`config.mk`:
```
export PLATFORM = sky130hd
export DESIGN_NAME = video_window_mux_flat
export DESIGN_NICKNAME = d
export VERILOG_FILES = /design/src/rtl/video_window_mux_pkg.sv /design/src/rtl/video_window_mux_if.sv /design/src/rtl/video_window_mux_win_hit.sv /design/src/rtl/video_window_mux.sv /design/src/flat_wrapper.sv
export SDC_FILE = /design/constraint.sdc
export NUM_CORES = 1
export LEC_CHECK = 0
export CAP_MARGIN = 20
export CORE_ASPECT_RATIO = 0.5
export CORE_MARGIN = 2
export CORE_UTILIZATION = 45
export DETAILED_ROUTE_END_ITERATION = 12
export PLACE_DENSITY_LB_ADDON = 0.1
export SLEW_MARGIN = 15
export SYNTH_ARGS = -nofsm -noshare
export SYNTH_HDL_FRONTEND = slang
export SYNTH_SLANG_ARGS = --single-unit
```
`constraint.sdc`:
```
create_clock -name vpg_pclk -period 14.59 [get_ports vpg_pclk]
set_clock_uncertainty 0.15 [all_clocks]
set_input_delay 2.1885 -clock vpg_pclk [delete_from_list [all_inputs] [get_ports vpg_pclk]]
set_output_delay 2.1885 -clock vpg_pclk [all_outputs]
set_load 0.005 [all_outputs]
```
`src/rtl/video_window_mux_pkg.sv`:
```
// Shared types for the video windowing stage: window modes, config field
// codes and the per-window register struct.
// Optional border support is enabled with VIDEO_WINDOW_MUX_BORDER_EN.
package video_pkg;

    // Geometry width used by the window struct; the top's CW must match it.
    localparam int CW_DEF = 13;

    typedef enum logic [1:0] {
        MODE_PASS  = 2'd0,
        MODE_FILL  = 2'd1,
        MODE_INV   = 2'd2,
        MODE_BLANK = 2'd3
    } mode_e;

    localparam logic [2:0] SEL_X      = 3'd0;
    localparam logic [2:0] SEL_Y      = 3'd1;
    localparam logic [2:0] SEL_W      = 3'd2;
    localparam logic [2:0] SEL_H      = 3'd3;
    localparam logic [2:0] SEL_CTRL   = 3'd4;
    localparam logic [2:0] SEL_BORDER = 3'd5;

    typedef struct packed {
        logic              en;
        mode_e             mode;
        logic [CW_DEF-1:0] x;
        logic [CW_DEF-1:0] y;
        logic [CW_DEF-1:0] w;
        logic [CW_DEF-1:0] h;
`ifdef VIDEO_WINDOW_MUX_BORDER_EN
        logic [1:0]        t;
`endif
    } win_t;

endpackage

```
`src/rtl/video_window_mux_if.sv`:
```
// Pixel, sync and config signals of the windowing stage bundled as one
// interface. The source side uses master, the windowing stage uses slave.
interface video_window_mux_if #(
    parameter int DW = 8,
    parameter int CW = 13
);
    logic          vs;
    logic          vpg_de;
    logic [DW-1:0] in_rgb_r;
    logic [DW-1:0] in_rgb_g;
    logic [DW-1:0] in_rgb_b;
    logic          cfg_we;
    logic [1:0]    cfg_win;
    logic [2:0]    cfg_sel;
    logic [CW-1:0] cfg_data;
    logic          out_vs;
    logic          out_de;
    logic [DW-1:0] out_rgb_r;
    logic [DW-1:0] out_rgb_g;
    logic [DW-1:0] out_rgb_b;

    modport master (
        output vs, vpg_de, in_rgb_r, in_rgb_g, in_rgb_b,
        output cfg_we, cfg_win, cfg_sel, cfg_data,
        input  out_vs, out_de, out_rgb_r, out_rgb_g, out_rgb_b
    );

    modport slave (
        input  vs, vpg_de, in_rgb_r, in_rgb_g, in_rgb_b,
        input  cfg_we, cfg_win, cfg_sel, cfg_data,
        output out_vs, out_de, out_rgb_r, out_rgb_g, out_rgb_b
    );
endinterface

```
`src/rtl/video_window_mux_win_hit.sv`:
```
// Combinational hit test of one window against the current h/v position.
// With VIDEO_WINDOW_MUX_BORDER_EN it also flags pixels on the window outline.
module video_win_hit
    import video_pkg::*;
#(
    parameter int CW = CW_DEF
) (
    input  win_t          win_i,
    input  logic [CW-1:0] h_i,
    input  logic [CW-1:0] v_i,
`ifdef VIDEO_WINDOW_MUX_BORDER_EN
    output logic          border_o,
`endif
    output logic          hit_o
);

    logic [CW:0] x_end;
    logic [CW:0] y_end;
    logic        in_x;
    logic        in_y;

    // Window extents are summed one bit wider so x + w never wraps.
    always_comb begin
        x_end = {1'b0, win_i.x} + {1'b0, win_i.w};
        y_end = {1'b0, win_i.y} + {1'b0, win_i.h};
        in_x  = ({1'b0, h_i} >= {1'b0, win_i.x}) && ({1'b0, h_i} < x_end);
        in_y  = ({1'b0, v_i} >= {1'b0, win_i.y}) && ({1'b0, v_i} < y_end);
        hit_o = win_i.en && in_x && in_y;
    end

`ifdef VIDEO_WINDOW_MUX_BORDER_EN
    logic [CW:0] d_left;
    logic [CW:0] d_right;
    logic [CW:0] d_top;
    logic [CW:0] d_bot;
    logic [CW:0] thick;

    // Distances to each edge are only meaningful inside the window, so the
    // result is gated by the hit.
    always_comb begin
        thick    = {{(CW-1){1'b0}}, win_i.t};
        d_left   = {1'b0, h_i} - {1'b0, win_i.x};
        d_right  = x_end - (CW+1)'(1) - {1'b0, h_i};
        d_top    = {1'b0, v_i} - {1'b0, win_i.y};
        d_bot    = y_end - (CW+1)'(1) - {1'b0, v_i};
        border_o = hit_o && ((d_left < thick) || (d_right < thick) ||
                             (d_top < thick) || (d_bot < thick));
    end
`endif

endmodule

```
`src/rtl/video_window_mux.sv`:
```
// Frame-synchronous windowing stage on the RGB pixel path. NWIN rectangular
// windows with per-window mode; config is double-buffered and takes effect
// at the vs rising edge. Output is registered, 1 clock behind the input.
// Optional feature macro: VIDEO_WINDOW_MUX_BORDER_EN (per-window outline).
module video_window_mux
    import video_pkg::*;
#(
    parameter int            DW      = 8,
    parameter int            CW      = CW_DEF,
    parameter int            NWIN    = 2,
    parameter logic [DW-1:0] FILL_R  = 8'hFF,
    parameter logic [DW-1:0] FILL_G  = 8'h00,
    parameter logic [DW-1:0] FILL_B  = 8'h00,
    parameter bit            BG_PASS = 1'b0
) (
    input logic               vpg_pclk,
    input logic               rst_n,
    video_window_mux_if.slave vif
);

    localparam int PW = 3 * DW;

    logic          vs_q;
    logic          de_q;
    logic          vs_rise;
    logic          de_fall;
    logic [CW-1:0] cnt_h_q, cnt_h_d;
    logic [CW-1:0] cnt_v_q, cnt_v_d;

    win_t          shadow_q [NWIN];
    win_t          shadow_d [NWIN];
    win_t          active_q [NWIN];

    logic [NWIN-1:0] hit;
    logic            sel_hit;
    mode_e           sel_mode;
    logic [PW-1:0]   in_px;
    logic [PW-1:0]   fill_px;
    logic [PW-1:0]   px_d;
    logic [PW-1:0]   out_px_q;
    logic            out_vs_q;
    logic            out_de_q;

`ifdef VIDEO_WINDOW_MUX_BORDER_EN
    logic [NWIN-1:0] border;
    logic            sel_border;
`endif

    assign vs_rise = vif.vs && !vs_q;
    assign de_fall = de_q && !vif.vpg_de;
    assign in_px   = {vif.in_rgb_r, vif.in_rgb_g, vif.in_rgb_b};
    assign fill_px = {FILL_R, FILL_G, FILL_B};

    // Next horizontal/vertical position; vs restart wins over a line end.
    always_comb begin
        cnt_h_d = vif.vpg_de ? cnt_h_q + CW'(1) : '0;
        cnt_v_d = cnt_v_q;
        if (vs_rise) begin
            cnt_v_d = '0;
        end else if (de_fall && (cnt_v_q != {CW{1'b1}})) begin
            cnt_v_d = cnt_v_q + CW'(1);
        end
    end

    // Edge-detect delays and pixel position counters.
    always_ff @(posedge vpg_pclk or negedge rst_n) begin
        if (!rst_n) begin
            vs_q    <= 1'b0;
            de_q    <= 1'b0;
            cnt_h_q <= '0;
            cnt_v_q <= '0;
        end else begin
            vs_q    <= vif.vs;
            de_q    <= vif.vpg_de;
            cnt_h_q <= cnt_h_d;
            cnt_v_q <= cnt_v_d;
        end
    end

    // Shadow register write; window indices without a window are dropped.
    always_comb begin
        for (int i = 0; i < NWIN; i++) begin
            shadow_d[i] = shadow_q[i];
            if (vif.cfg_we && (vif.cfg_win == 2'(i))) begin
                case (vif.cfg_sel)
                    SEL_X:    shadow_d[i].x    = vif.cfg_data;
                    SEL_Y:    shadow_d[i].y    = vif.cfg_data;
                    SEL_W:    shadow_d[i].w    = vif.cfg_data;
                    SEL_H:    shadow_d[i].h    = vif.cfg_data;
                    SEL_CTRL: begin
                        shadow_d[i].en   = vif.cfg_data[2];
                        shadow_d[i].mode = mode_e'(vif.cfg_data[1:0]);
                    end
`ifdef VIDEO_WINDOW_MUX_BORDER_EN
                    SEL_BORDER: shadow_d[i].t = vif.cfg_data[1:0];
`endif
                    default: ;
                endcase
            end
        end
    end

    // Shadow set holds pending config written at any time.
    always_ff @(posedge vpg_pclk or negedge rst_n) begin
        if (!rst_n) begin
            for (int i = 0; i < NWIN; i++) shadow_q[i] <= '0;
        end else begin
            for (int i = 0; i < NWIN; i++) shadow_q[i] <= shadow_d[i];
        end
    end

    // Active set is loaded from the pre-write shadow at the vs rising edge.
    always_ff @(posedge vpg_pclk or negedge rst_n) begin
        if (!rst_n) begin
            for (int i = 0; i < NWIN; i++) active_q[i] <= '0;
        end else if (vs_rise) begin
            for (int i = 0; i < NWIN; i++) active_q[i] <= shadow_q[i];
        end
    end

    for (genvar g = 0; g < NWIN; g++) begin : g_hit
        video_win_hit #(.CW(CW)) u_hit (
            .win_i    (active_q[g]),
            .h_i      (cnt_h_q),
            .v_i      (cnt_v_q),
`ifdef VIDEO_WINDOW_MUX_BORDER_EN
            .border_o (border[g]),
`endif
            .hit_o    (hit[g])
        );
    end

    // Lowest-index hit window decides; scanned high to low so it lands last.
    always_comb begin
        sel_hit  = 1'b0;
        sel_mode = MODE_PASS;
`ifdef VIDEO_WINDOW_MUX_BORDER_EN
        sel_border = 1'b0;
`endif
        for (int i = NWIN - 1; i >= 0; i--) begin
            if (hit[i]) begin
                sel_hit  = 1'b1;
                sel_mode = active_q[i].mode;
`ifdef VIDEO_WINDOW_MUX_BORDER_EN
                sel_border = border[i];
`endif
            end
        end
    end

    // Output pixel selection; blanking intervals always produce black.
    always_comb begin
        px_d = '0;
        if (vif.vpg_de) begin
            if (sel_hit) begin
                case (sel_mode)
                    MODE_PASS: px_d = in_px;
                    MODE_FILL: px_d = fill_px;
                    MODE_INV:  px_d = ~in_px;
                    default:   px_d = '0;
                endcase
`ifdef VIDEO_WINDOW_MUX_BORDER_EN
                if (sel_border) px_d = fill_px;
`endif
            end else if (BG_PASS) begin
                px_d = in_px;
            end
        end
    end

    // Output register: pixel, de and vs all share the 1-clock latency.
    always_ff @(posedge vpg_pclk or negedge rst_n) begin
        if (!rst_n) begin
            out_vs_q <= 1'b0;
            out_de_q <= 1'b0;
            out_px_q <= '0;
        end else begin
            out_vs_q <= vif.vs;
            out_de_q <= vif.vpg_de;
            out_px_q <= px_d;
        end
    end

    assign vif.out_vs    = out_vs_q;
    assign vif.out_de    = out_de_q;
    assign vif.out_rgb_r = out_px_q[PW-1:2*DW];
    assign vif.out_rgb_g = out_px_q[2*DW-1:DW];
    assign vif.out_rgb_b = out_px_q[DW-1:0];

endmodule

```
`src/flat_wrapper.sv`:
```
// flat-port wrapper written by rule: the top's interface ports become plain ports
module video_window_mux_flat import video_pkg::*;
#(
    parameter int            DW      = 8,
    parameter int            CW      = CW_DEF,
    parameter int            NWIN    = 2,
    parameter logic [DW-1:0] FILL_R  = 8'hFF,
    parameter logic [DW-1:0] FILL_G  = 8'h00,
    parameter logic [DW-1:0] FILL_B  = 8'h00,
    parameter bit            BG_PASS = 1'b0
)
  (vpg_pclk, rst_n, vif_vs, vif_vpg_de, vif_in_rgb_r, vif_in_rgb_g, vif_in_rgb_b, vif_cfg_we, vif_cfg_win, vif_cfg_sel, vif_cfg_data, vif_out_vs, vif_out_de, vif_out_rgb_r, vif_out_rgb_g, vif_out_rgb_b);
  video_window_mux_if #(.DW(DW), .CW(CW)) vif_i ();
  input logic vpg_pclk;
  input logic rst_n;
  input wire logic [$bits(vif_i.vs)-1:0] vif_vs;
  input wire logic [$bits(vif_i.vpg_de)-1:0] vif_vpg_de;
  input wire logic [$bits(vif_i.in_rgb_r)-1:0] vif_in_rgb_r;
  input wire logic [$bits(vif_i.in_rgb_g)-1:0] vif_in_rgb_g;
  input wire logic [$bits(vif_i.in_rgb_b)-1:0] vif_in_rgb_b;
  input wire logic [$bits(vif_i.cfg_we)-1:0] vif_cfg_we;
  input wire logic [$bits(vif_i.cfg_win)-1:0] vif_cfg_win;
  input wire logic [$bits(vif_i.cfg_sel)-1:0] vif_cfg_sel;
  input wire logic [$bits(vif_i.cfg_data)-1:0] vif_cfg_data;
  output wire logic [$bits(vif_i.out_vs)-1:0] vif_out_vs;
  output wire logic [$bits(vif_i.out_de)-1:0] vif_out_de;
  output wire logic [$bits(vif_i.out_rgb_r)-1:0] vif_out_rgb_r;
  output wire logic [$bits(vif_i.out_rgb_g)-1:0] vif_out_rgb_g;
  output wire logic [$bits(vif_i.out_rgb_b)-1:0] vif_out_rgb_b;
  assign vif_i.vs = vif_vs;
  assign vif_i.vpg_de = vif_vpg_de;
  assign vif_i.in_rgb_r = vif_in_rgb_r;
  assign vif_i.in_rgb_g = vif_in_rgb_g;
  assign vif_i.in_rgb_b = vif_in_rgb_b;
  assign vif_i.cfg_we = vif_cfg_we;
  assign vif_i.cfg_win = vif_cfg_win;
  assign vif_i.cfg_sel = vif_cfg_sel;
  assign vif_i.cfg_data = vif_cfg_data;
  assign vif_out_vs = vif_i.out_vs;
  assign vif_out_de = vif_i.out_de;
  assign vif_out_rgb_r = vif_i.out_rgb_r;
  assign vif_out_rgb_g = vif_i.out_rgb_g;
  assign vif_out_rgb_b = vif_i.out_rgb_b;
  video_window_mux #(.DW(DW), .CW(CW), .NWIN(NWIN), .FILL_R(FILL_R), .FILL_G(FILL_G), .FILL_B(FILL_B), .BG_PASS(BG_PASS)) u_core (.vpg_pclk(vpg_pclk), .rst_n(rst_n), .vif(vif_i));
endmodule
```
==> results of run 1 <==
through the flow:
stage / setup slack, ns / utilization [%] / area, um2 / power (uW)
6_report: 9.20 / 51.7 / 17000 / 2310
5_1_grt: 8.66 / 51.6 / 16900 / 2470
4_1_cts: 9.01 / 51.5 / 16900 / 2340
3_5_place_dp: 9.02 / 48.9 / 16100 / 1650
3_3_place_gp: 9.10 / 48.9 / 16100 / 1630
2_1_floorplan: 10.03 / - / 14900 / 1470
worst max-delay path by stage:
| stage | from | endpoint | slack [ns] | cells past startpoint |
|---|---|---|---|---|
| after CTS | u_core.active_q[94]$_DFFE_PN0P_ | u_core.out_px_q[19]$_DFF_PN0_ | 9.01 | 22 |
| after global routing | u_core.active_q[26]$_DFFE_PN0P_ | u_core.out_px_q[20]$_DFF_PN0_ | 8.66 | 23 |
| final | u_core.active_q[26]$_DFFE_PN0P_ | u_core.out_px_q[20]$_DFF_PN0_ | 9.20 | 23 |
| after global placement | u_core.active_q[94]$_DFFE_PN0P_ | u_core.out_px_q[22]$_DFF_PN0_ | 9.10 | 22 |
| after floorplan | u_core.active_q[39]$_DFFE_PN0P_ | u_core.out_px_q[21]$_DFF_PN0_ | 10.03 | 21 |
| after detailed placement | u_core.active_q[94]$_DFFE_PN0P_ | u_core.out_px_q[19]$_DFF_PN0_ | 9.02 | 22 |
cell usage after synthesis (7+ instances only):
library cell	count
a21o_1	18
a21oi_1	66
a31oi_1	7
and3_1	9
buf_1	14
clkbuf_1	21
dfrtp_1	272
ha_1	154
inv_1	79
mux2_2	168
nand2_1	90
nand2b_1	11
nand3_1	27
nand4_1	13
nor2_1	64
nor2b_1	16
nor3_1	41
o21a_1	9
o21ai_0	110
o21bai_1	7
or3_1	16
xnor2_1	19
xor2_1	51
registers in the layout, summed over array words and instances, names as in the netlist:
name and cells:
u_core.shadow_q 110, u_core.de_q 1, u_core.out_px_q 24, u_core.active_q 110, u_core.cnt_v_q 13, u_core.vs_q 1
u_core.cnt_h_q 13
cells in the final DEF, fill, tap and decap left out, types with 4 or more instances in the layout:
| master | instances |
|---|---|
| nor2_1 | 64 |
| o211ai_1 | 6 |
| a211o_1 | 5 |
| dfrtp_1 | 272 |
| xor2_1 | 51 |
| and3_1 | 9 |
| o21ai_0 | 110 |
| a31oi_1 | 7 |
| diode_2 | 4 |
| clkbuf_8 | 4 |
| nand3_1 | 27 |
| ha_1 | 154 |
| or3_1 | 16 |
| o41ai_1 | 4 |
| clkinv_2 | 4 |
| nor3_1 | 41 |
| clkdlybuf4s50_1 | 71 |
| inv_1 | 79 |
| clkbuf_16 | 27 |
| nand2_1 | 90 |
| a21o_1 | 18 |
| nand2b_1 | 11 |
| a211oi_1 | 6 |
| a21oi_1 | 65 |
| clkbuf_1 | 10 |
| xnor2_1 | 19 |
| nand4_1 | 13 |
| o21a_1 | 9 |
| fa_1 | 4 |
| nor2b_1 | 15 |
| mux2_2 | 168 |
| o21bai_1 | 7 |
critical path, delay by kind of cell, from the launching register on:
kind | cells | cell delay (ns)
XOR/XNOR | 1 | 0.12
AND/OR/NAND/NOR | 6 | 1.28
adder cells (fa/ha/maj) | 3 | 0.63
multiplexers | 1 | 0.24
buffers and inverters | 2 | 0.29
AO/OA/AOI/OAI | 10 | 2.17
flip-flops | 1 | 0.40
metal layers:
layer | vias up | global-route usage, % | part of all wire, %
met2 | 131 | 32.8 | 45
met1 | 5181 | 29.4 | 49
met5 | - | 0 | 0
met3 | 54 | 3.81 | 4.0
li1 | 4979 | - | -
met4 | 0 | 4.80 | 2.0
cell type report:
cell class,instances,area (um2)
fill,2892,15900
multi-input combinational,967,7640
sequential,272,6810
timing repair buffer,79,826
clock buffer,41,768
tap,441,552
inverter,79,297
clock inverter,6,57.6
antenna,4,10.0
cell families after synthesis:
group / Yosys count / synth area share (%)
AND/OR/NAND/NOR: 305 / 9.83
flip-flops: 272 / 45.7
XOR/XNOR: 70 / 4.12
AO/OA/AOI/OAI: 263 / 10.8
adder cells (fa/ha/maj): 158 / 13.5
buffers and inverters: 119 / 3.09
multiplexers: 171 / 12.9
power groups by stage:
| stage | sequential, uW | combinational (uW) | clock, uW |
|---|---|---|---|
| after floorplan | 953 | 512 | 0 |
| after global placement | 976 | 651 | 0 |
| after detailed placement | 982 | 672 | 0 |
| after CTS | 970 | 679 | 688 |
| after global routing | 986 | 772 | 716 |
| final | 969 | 676 | 666 |
==> metrics.md, run 1 <==
| Metric | Value |
|---|---|
| Outcome | complete, no violations |
| CTS sink cnt | between 200 and 300 |
| Sequential area share after synthesis | between 40 and 50% |
| # hold bufs at CTS | 0 |
| Synth Register Bits | 272 |
| H-tree depth | 1 |
| Mapped Nets | approximately 1600 |
| Crit path cell chain | ha_1, inv_1, fa_1, nor2b_1, o21ai_0, a21oi_1, o21ai_0, nand2b_1, a21o_1, a41o_1, o41ai_1, xor2_1, ha_1, a2111oi_0, o21a_1, o2111ai_1, nand3_1, nand3_1, nor4b_2, mux2i_4, buf_8, or3_1, a21oi_1 |
| Post-Synthesis Cells | 1358 |
| Max Freq | approximately 190 MHz |
| Pins Over Slew Limit | 0 |
| Min Clock Period, post-route | between 5 and 6 ns |
| Post-Syn Area per Cell | 11.0 um2 |
| Max clock buf depth | 3 |
| Sw Pwr | approximately 730 uW |
| Final Hold Vio Count | 0 |
| Top cells by area, synth | dfrtp_1 46%, ha_1 13%, mux2_2 13% |
| Share of cells above drive strength 1 | 15.9% |
| Critical path required time | 14.91 ns |
| Post-route clock period utilization | 37.0% |
| Logic pwr share | 29.3% |
| Worst reg2reg path endpoint | u_core.out_px_q[20]$_DFF_PN0_ |
| Area Growth Syn to Fin | 13.9% |
| Hold Path Depth | 2 |
| Asr flop ratio synth | 100% |
| ANT nets after route | 0 |
| Port Buffers | 72 |
| Setup Fix Bufs, Post-CTS | 0 |
| Die width | 261 um |
| Placed Cells | between 1500 and 2000 |
| Vias | 10345 |
| Total grt overflow | 0 |
| Slew at the pin with the worst max-slew slack | 0.975 ns |
| Crit. End Element | flip-flop |
| Row cnt | 47 |
| Setup TNS | 0 ns |
| CTS Buf Count | 26 |
| Crit path max fanout | 21 |
| Pwr/cell area | about 140 nW/um2 |
| Worst EP arrival | 5.71 ns |
| Min-delay src | u_core.shadow_q[92]$_DFFE_PN0P_ |
| WS Path Type | flip-flop to flip-flop |
| All-Layer GR Usage | about a fifth |
| Leakage | 0.00788 uW |
| Via/cell ratio | 5.48 |
| Slew HR | a little over a third |
| Post-Route WL | 34.7 mm |
| Reg2reg start | u_core.active_q[26]$_DFFE_PN0P_ |
| Vias in the first global route | 10698 |
| CTS resizes | 0 |
| Reg2Reg Depth | 23 |
| GPL Wtd Cong | just over 0.8 |
| Fin cells | 1889 |
| Worst Setup Start Kind | flip-flop |
| CTS tree | built |
| Switch share | between 30% and 40% |
| Worst Hold End | u_core.active_q[92]$_DFFE_PN0P_ |
| Top_reg_cell synth | dfrtp_1 |
| Die area | 34600 um2 |
| Warnings, synthesis | 0 |
| Power share of the clock group | around 29% |
| Ports | 73 |
| Wirelength per Cell | 18.4 um |
| Clock transition at path regs | about 0.060 ns |
| Top cell type's share of synthesized area | approximately 46% |
| WHS | 0.324 ns |
| Clock Latency Late Sink | ~0.55 ns |
| Crit-path max cell delay | 0.41 ns |
| Cell-internal power | between 1500 and 2000 uW |
| Final nets | 1630 |
| Initial antenna violation count | 4 |
| CP max stage cell | nor4b_2 |
| EDFF count, synth | 0 |
| Final HPWL DP | between 20 and 25 mm |
| Peak supply drop | 0.0893 mV |
| First-pass GRT wire length | 56.5 mm |
| Core area | 32800 um2 |
| R2r setup slk | 9.20 ns |
| Unrepaired setup endpoints after global routing | no |
| Detailed Routing Iterations Pass 1 | 7 |
| Starting Density | 45.3% |
| Largest net degree at the start of global routing | 176 |
| Mapped Area | 14900 um2 |
| Final setup fails | 0 |
| Root Driver | clkbuf_16 |
| Post-synth top area cell | dfrtp_1 |
| Initial DRC Count | approximately 580 |
| Max_cap viols | 0 |
| DR DRC count | 0 |
| Seq pwr share | 41.9% |
| Post-synth cell types | 59 |
| Hold WC Path Type | flip-flop to flip-flop |
| Die height | 133 um |
No activity file was read; power rests on OpenSTA's default activity.
==> run 2, diff against run 1 <==
==> constraint.sdc (replaced) <==
create_clock -name vpg_pclk -period 5.55 [get_ports vpg_pclk]
set_clock_uncertainty 0.15 [all_clocks]
set_input_delay 0.8325 -clock vpg_pclk [delete_from_list [all_inputs] [get_ports vpg_pclk]]
set_output_delay 0.8325 -clock vpg_pclk [all_outputs]
set_load 0.005 [all_outputs]
==> run 2 against run 1 <==
Effect of this change: final cell count increased by 0.53%; maximum frequency grew 6.6%; hold slack got worse by 0.24 ns; wire length grew 0.63%; critical endpoint is now u_core.out_px_q[23]$_DFF_PN0_; die area stayed put; sequential power grew to 2.6 times the previous value; largest cell class unchanged.
==> metrics.md, run 2 (same netlist as run 1, synthesis figures left out) <==
| Metric | Value |
|---|---|
| Setup TNS | 0 ns (unchanged) |
| Max clock buf depth | 3 (unchanged) |
| Unrepaired setup endpoints after global routing | no (unchanged) |
| Fill cell count | 2930 (was 2892) |
| First-pass GRT wire length | 57.1 mm (was 56.5 mm) |
| Final Hold Vio Count | 0 (unchanged) |
| Final setup fails | 0 (unchanged) |
| Final nets | 1639 (was 1630) |
| Leakage | 0.00802 uW (was 0.00788 uW) |
| All-Layer GR Usage | 20.9% (was 20.6%) |
| Port Buffers | 72 (unchanged) |
| CTS sink cnt | 272 (unchanged) |
| Initial DRC Count | 604 (was 576) |
| CP most frequent cell | a21oi_1 |
| Worst EP arrival | 5.38 ns (was 5.71 ns) |
| Largest regs | u_core.active_q (110), u_core.shadow_q (110), u_core.out_px_q (24) (unchanged) |
| Crit-path max cell delay | 0.41 ns (about the same) |
| Root Driver | clkbuf_16 (unchanged) |
| Initial antenna violation count | 2 (was 4) |
| H-tree depth | 1 (unchanged) |
| Die height | 133 um (unchanged) |
| Most common cell after layout, fill and taps aside | dfrtp_1 (unchanged) |
| Crit path cell chain | ha_1, fa_1, a21o_1, a21oi_1, o21bai_1, a21oi_1, nor2b_1, o2111ai_1, nand3_1, o41ai_1, xor2_1, ha_1, a211o_1, a211o_1, a31oi_1, a2111oi_2, buf_4, nor4b_4, mux2i_4, buf_12, or3_1, a21oi_1 (was ha_1, inv_1, fa_1, nor2b_1, o21ai_0, a21oi_1, o21ai_0, nand2b_1, a21o_1, a41o_1, o41ai_1, xor2_1, ha_1, a2111oi_0, o21a_1, o2111ai_1, nand3_1, nand3_1, nor4b_2, mux2i_4, buf_8, or3_1, a21oi_1) |
| Row cnt | 47 (unchanged) |
| DR DRC count | 0 (unchanged) |
| Reg2Reg Depth | 22 (was 23) |
| Post-Route WL | 35.0 mm (was 34.7 mm) |
| Max Freq | 198 MHz (was 185 MHz) |
| GPL Wtd Cong | 0.828 (was 0.827) |
| CTS Buf Count | 28 (was 26) |
| Min Clock Period, post-route | 5.06 ns (was 5.39 ns) |
| CTS tree | built (unchanged) |
| Worst Setup Start Kind | flip-flop (unchanged) |
| Highest-count cells in the layout ignoring fill and taps | 272 x dfrtp_1, 168 x mux2_2, 154 x ha_1, 110 x o21ai_0, 90 x nand2_1 (unchanged) |
| R2r setup slk | 0.49 ns (was 9.20 ns) |
| CP endpoint | u_core.out_px_q[23]$_DFF_PN0_ (was u_core.out_px_q[20]$_DFF_PN0_) |
| Clock transition at path regs | 0.07 ns (was 0.06 ns) |
| Reg2reg start | u_core.active_q[39]$_DFFE_PN0P_ (was u_core.active_q[26]$_DFFE_PN0P_) |
| Peak supply drop | 0.239 mV (was 0.0893 mV) |
| Crit path max fanout | 10 (was 21) |
| Hold WC Path Type | input pin to async pin (was flip-flop to flip-flop) |
| Die width | 261 um (unchanged) |
| CP max stage cell | dfrtp_1 (was nor4b_2) |
| Worst Setup SP | u_core.active_q[39]$_DFFE_PN0P_ (was u_core.active_q[26]$_DFFE_PN0P_) |
| Ports | 73 (unchanged) |
| Final HPWL DP | 25.0 mm (was 24.9 mm) |
| Slew at the pin with the worst max-slew slack | 0.994 ns (was 0.975 ns) |
| Share of cells above drive strength 1 | 17.3% (was 15.9%) |
| Total grt overflow | 0 (unchanged) |
| Crit. End Element | flip-flop (unchanged) |
| Outcome | complete, no violations (unchanged) |
| Area Growth Syn to Fin | 15.9% (was 13.9%) |
| Placed Cells | 1843 (was 1835) |
| Detailed Routing Iterations Pass 1 | 4 (was 7) |
| ANT nets after route | 0 (unchanged) |
| Starting Density | 45.3% (unchanged) |
| Pwr/cell area | 377 nW/um2 (was 136 nW/um2) |
| Largest net degree at the start of global routing | 104 (was 176) |
| Worst reg2reg path endpoint | u_core.out_px_q[23]$_DFF_PN0_ (was u_core.out_px_q[20]$_DFF_PN0_) |
| Slew HR | 33.7% (was 35.0%) |
| WS Path Type | flip-flop to flip-flop (unchanged) |
| Post-route clock period utilization | 91.2% (was 37.0%) |
| Vias | 10353 (was 10345) |
| Critical path required time | 5.88 ns (was 14.91 ns) |
| Die area | 34600 um2 (unchanged) |
| Pins Over Slew Limit | 0 (unchanged) |
| Via/cell ratio | 5.45 (was 5.48) |
| Vias in the first global route | 10656 (was 10698) |
| Max_cap viols | 0 (unchanged) |
| Core area | 32800 um2 (unchanged) |
| Clock Latency Late Sink | 0.56 ns (was 0.55 ns) |
| Wirelength per Cell | 18.4 um (about the same) |
| Fin cells | 1899 (was 1889) |
## run 2: cell count changes in the layout (fill, tap and decap cells not counted), sizes merged
cell | previous run | this run
bufinv | 1 | 8
clkinv | 4 | 8
inv | 79 | 82
clkinvlp | 1 | 4
clkbuf | 41 | 29
diode | 4 | 2
buf | 8 | 15
## run 2: what timing repair did
| item | CTS | global route |
|---|---|---|
| hold endpoints to repair | 0 | 0 |
| setup endpoints to repair | 0 | 20 |
| setup buffers | 0 | 2 |
| gates resized for setup | 0 | 3 |
| hold buffers | 0 | 0 |
## run 2: through the flow
step	area [um2]	util, %	worst slack (ns)	power (uW)	hold slack (ns)
3_3_place_gp	16100	49.2	0.532	4300	0.305
2_1_floorplan	14900	-	0.990	3850	0.294
5_1_grt	17200	52.5	0.0935	6940	0.0945
4_1_cts	17200	52.4	0.300	6570	0.0770
3_5_place_dp	16100	49.2	0.339	4350	0.310
6_report	17200	52.6	0.490	6510	0.0816
## run 2: how the worst min path moves through the flow
stage | start | to | slack, ns | cells after the start
6_report | rst_n | u_core.shadow_q[0]$_DFFE_PN0P_ | 0.08 | 1
2_1_floorplan | u_core.shadow_q[100]$_DFFE_PN0P_ | u_core.active_q[100]$_DFFE_PN0P_ | 0.29 | 2
3_5_place_dp | u_core.shadow_q[100]$_DFFE_PN0P_ | u_core.active_q[100]$_DFFE_PN0P_ | 0.31 | 2
4_1_cts | rst_n | u_core.shadow_q[0]$_DFFE_PN0P_ | 0.08 | 1
3_3_place_gp | u_core.shadow_q[87]$_DFFE_PN0P_ | u_core.active_q[87]$_DFFE_PN0P_ | 0.31 | 2
5_1_grt | rst_n | u_core.shadow_q[0]$_DFFE_PN0P_ | 0.09 | 1
## run 2: power by group
group | internal (uW) | switching, uW | leakage [uW]
Sequential | 2330 | 213 | 0.00355
Combinational | 838 | 937 | 0.00396
Clock | 1330 | 854 | 0.000518
Total | 4500 | 2000 | 0.00802
## run 2: worst max-delay path, delay by kind of cell, from the launching register on
| family | cells | cell delay [ns] |
|---|---|---|
| AO/OA/AOI/OAI | 11 | 2.07 |
| XOR/XNOR | 1 | 0.12 |
| adder cells (fa/ha/maj) | 3 | 0.86 |
| buffers and inverters | 2 | 0.32 |
| flip-flops | 1 | 0.41 |
| multiplexers | 1 | 0.14 |
| AND/OR/NAND/NOR | 4 | 0.87 |
## run 2: layer usage
| layer | part of all wire, % | vias to the layer above | track usage [%] | wire length (um) |
|---|---|---|---|---|
| li1 | - | 4987 | - | - |
| met1 | 49 | 5220 | 30.0 | 17200 |
| met2 | 46 | 107 | 33.6 | 16100 |
| met3 | 2.9 | 39 | 3.31 | 1020 |
| met4 | 1.7 | 0 | 3.88 | 588 |
| met5 | 0 | - | 0 | 0 |
## run 2: area by class of cell
| type | instances | area, um2 | area share, % |
|---|---|---|---|
| clock inverter | 23 | 343 | 1.99 |
| sequential | 272 | 6810 | 39.5 |
| multi-input combinational | 967 | 7650 | 44.4 |
| antenna | 2 | 5.00 | 0.0290 |
| inverter | 79 | 297 | 1.72 |
| timing repair buffer | 86 | 868 | 5.03 |
| tap | 441 | 552 | 3.20 |
| clock buffer | 29 | 726 | 4.21 |
==> run 3, diff against run 2 <==
--- a/config.mk
+++ b/config.mk
@@ -8,7 +8,8 @@
 export CAP_MARGIN = 20
 export CORE_ASPECT_RATIO = 0.5
 export CORE_MARGIN = 2
-export CORE_UTILIZATION = 45
+export CORE_UTILIZATION = 60
+export CTS_CLUSTER_DIAMETER = 120
 export DETAILED_ROUTE_END_ITERATION = 12
 export PLACE_DENSITY_LB_ADDON = 0.1
 export SLEW_MARGIN = 15
==> run 3 against run 2 <==
Effect of this change: final cell count fell by 6.5%; utilization rose by 17 points; flip-flop and latch count did not move; wire length fell by 5.2%; hold slack improved by 0.077 ns; critical path type unchanged.
==> metrics.md, run 3 (same netlist as run 1, synthesis figures left out) <==
| Metric | Value |
|---|---|
| Fill cell count | 1824 (was 2930) |
| R2r setup slk | 0.30 ns (was 0.49 ns) |
| Most common cell after layout, fill and taps aside | dfrtp_1 (unchanged) |
| Critical path required time | 5.86 ns (was 5.88 ns) |
| Reg2Reg Depth | 22 (unchanged) |
| CP endpoint | u_core.out_px_q[17]$_DFF_PN0_ (was u_core.out_px_q[23]$_DFF_PN0_) |
| CTS sink cnt | 272 (unchanged) |
| WS Path Type | flip-flop to flip-flop (unchanged) |
| Pins Over Slew Limit | 0 (unchanged) |
| GPL Wtd Cong | 0.881 (was 0.828) |
| All-Layer GR Usage | 26.6% (was 20.9%) |
| Max Freq | 190 MHz (was 198 MHz) |
| Area Growth Syn to Fin | 12.9% (was 15.9%) |
| Register area | 6810 um2 (unchanged) |
| Die height | 115 um (was 133 um) |
| Fin cells | 1776 (was 1899) |
| DR DRC count | 0 (unchanged) |
| CTS tree | built (unchanged) |
| Final Hold Vio Count | 0 (unchanged) |
| Critical path's top delay family | compound AO/OA/AOI/OAI gates (unchanged) |
| # hold bufs at CTS | 0 (unchanged) |
| CTS Buf Count | 24 (was 28) |
| Outcome | complete, no violations (unchanged) |
| Die area | 26200 um2 (was 34600 um2) |
| Max_cap viols | 0 (unchanged) |
| Crit path cell chain | ha_1, fa_1, a21o_1, a21oi_1, o21bai_1, a21oi_1, nor2b_1, o2111ai_1, nand3_1, o41ai_1, xor2_1, ha_1, a211o_1, a211o_1, a31oi_1, a2111oi_2, buf_4, nor4b_4, mux2i_4, buf_4, or3_1, a21oi_1 (was ha_1, fa_1, a21o_1, a21oi_1, o21bai_1, a21oi_1, nor2b_1, o2111ai_1, nand3_1, o41ai_1, xor2_1, ha_1, a211o_1, a211o_1, a31oi_1, a2111oi_2, buf_4, nor4b_4, mux2i_4, buf_12, or3_1, a21oi_1) |
| H-tree depth | 1 (unchanged) |
| Final nets | 1628 (was 1639) |
| Critical path depth in cells | 22 (unchanged) |
| Highest-count cells in the layout ignoring fill and taps | 272 x dfrtp_1, 168 x mux2_2, 154 x ha_1, 110 x o21ai_0, 90 x nand2_1 (unchanged) |
| N_diodes | 0 (was 2) |
| Root Driver | clkbuf_16 (unchanged) |
| Hold WC Path Type | input pin to async pin (unchanged) |
| Via/cell ratio | 5.78 (was 5.45) |
| Detailed Routing Iterations Pass 1 | 5 (was 4) |
| Post-DP Area | 16000 um2 (was 16100 um2) |
| Post-Route WL | 33.1 mm (was 35.0 mm) |
| WP buf/inv | 2 (unchanged) |
| Row cnt | 40 (was 47) |
| Setup ws final | 0.298 ns (was 0.490 ns) |
| Clock Latency Late Sink | 0.54 ns (was 0.56 ns) |
| Final Cell Area | 16800 um2 (was 17200 um2) |
| Wirelength per Cell | 18.7 um (was 18.4 um) |
| First-pass GRT wire length | 54.4 mm (was 57.1 mm) |
| Util after Layout | 69.5% (was 52.6%) |
| Worst Setup Start Kind | flip-flop (unchanged) |
| Worst reg2reg path endpoint | u_core.out_px_q[17]$_DFF_PN0_ (was u_core.out_px_q[23]$_DFF_PN0_) |
| CP most frequent cell | a21oi_1 (unchanged) |
| Worst Setup SP | u_core.active_q[39]$_DFFE_PN0P_ (unchanged) |
| Final HPWL DP | 23.4 mm (was 25.0 mm) |
| Die width | 227 um (was 261 um) |
| Ports | 73 (unchanged) |
| Area of the multi-input gates | 7650 um2 (unchanged) |
| Core area | 24200 um2 (was 32800 um2) |
| Reg2reg start | u_core.active_q[39]$_DFFE_PN0P_ (unchanged) |
| Placed Cells | 1733 (was 1843) |
| Max clock buf depth | 3 (unchanged) |
| Initial DRC Count | 617 (was 604) |
| Pwr/cell area | 363 nW/um2 (was 377 nW/um2) |
| Starting Density | 61.6% (was 45.3%) |
| Crit path max fanout | 32 (was 10) |
| Share of cells above drive strength 1 | 16.1% (was 17.3%) |
| Placement Setup Slack | 0.316 ns (was 0.339 ns) |
| CP max stage cell | fa_1 (was dfrtp_1) |
| Peak supply drop | 0.309 mV (was 0.239 mV) |
| Slew HR | 44.0% (was 33.7%) |
| Total grt overflow | 0 (unchanged) |
| Worst EP arrival | 5.56 ns (was 5.38 ns) |
| Crit-path max cell delay | 0.42 ns (was 0.41 ns) |
| Largest regs | u_core.active_q (110), u_core.shadow_q (110), u_core.out_px_q (24) (unchanged) |
| Leakage | 0.00788 uW (was 0.00802 uW) |
| Vias | 10261 (was 10353) |
| ANT nets after route | 0 (unchanged) |
| Slew at the pin with the worst max-slew slack | 0.838 ns (was 0.994 ns) |
| Min Clock Period, post-route | 5.25 ns (was 5.06 ns) |
| Port Buffers | 72 (unchanged) |
| Largest net degree at the start of global routing | 176 (was 104) |
| Post-route clock period utilization | 94.6% (was 91.2%) |
| Initial antenna violation count | 1 (was 2) |
| Clock transition at path regs | 0.07 ns (about the same) |
| Crit. End Element | flip-flop (unchanged) |
| Vias in the first global route | 10412 (was 10656) |
| Final setup fails | 0 (unchanged) |
-- run 3: changes by cell type in the layout (fill, tap and decap cells not counted), sizes merged --
cell	previous run	this run
clkbuf	29	34
bufinv	8	3
inv	82	79
clkinv	8	6
clkinvlp	4	0
buf	15	8
diode	2	0
-- run 3: per-stage QoR --
| stage | total power [uW] | hold slack [ns] | setup TNS (ns) |
|---|---|---|---|
| 6_report | 6110 | 0.159 | 0 |
| 5_1_grt | 6510 | 0.220 | -0.00343 |
| 4_1_cts | 6140 | 0.193 | 0 |
| 3_5_place_dp | 4340 | 0.314 | 0 |
| 3_3_place_gp | 4240 | 0.302 | 0 |
| 2_1_floorplan | 3850 | 0.294 | 0 |
-- run 3: worst min path at each step --
| stage | end | cells after the start | slack [ns] |
|---|---|---|---|
| floorplan | u_core.active_q[100]$_DFFE_PN0P_ | 2 | 0.29 |
| global placement | u_core.active_q[44]$_DFFE_PN0P_ | 2 | 0.30 |
| detailed placement | u_core.active_q[30]$_DFFE_PN0P_ | 2 | 0.31 |
| CTS | u_core.shadow_q[40]$_DFFE_PN0P_ | 1 | 0.19 |
| global route | u_core.shadow_q[15]$_DFFE_PN0P_ | 1 | 0.22 |
| finish | u_core.shadow_q[41]$_DFFE_PN0P_ | 1 | 0.16 |
-- run 3: power by group --
part	total (uW)	leakage [uW]	internal, uW	switching (uW)
registers	2550	0.00355	2330	216
clock network	1780	0.000415	1030	749
logic	1780	0.00392	837	944
-- run 3: final cells by class --
cell class / count / area share [%]
clock buffer: 34 / 4.22
inverter: 79 / 1.76
sequential: 272 / 40.5
tap: 336 / 2.50
multi-input combinational: 967 / 45.5
clock inverter: 9 / 0.715
timing repair buffer: 79 / 4.78
-- run 3: metal layers --
layer / up-vias / part of all wire [%] / GRT usage [%]
met5: - / 0 / 0
met4: 0 / 1.8 / 5.57
met3: 47 / 3.3 / 4.24
met2: 135 / 47 / 44.0
met1: 5123 / 48 / 37.5
li1: 4956 / - / -
-- run 3: worst reg2reg max path: cells and delay by family, from the launching register on --
kind / cells / cell delay [ns]
AOI/OAI and AO/OA: 11 / 2.16
and+or+nand+nor: 4 / 0.94
xor gates and xnor gates: 1 / 0.14
adders and majority gates: 3 / 0.88
DFF: 1 / 0.40
buffers and inverters: 2 / 0.43
muxes: 1 / 0.09
-- run 3: repair_timing --
action | CTS | global route
setup endpoints to repair | 0 | 13
gates resized for setup | 0 | 3
hold endpoints to repair | 0 | 0
setup buffers | 0 | 0
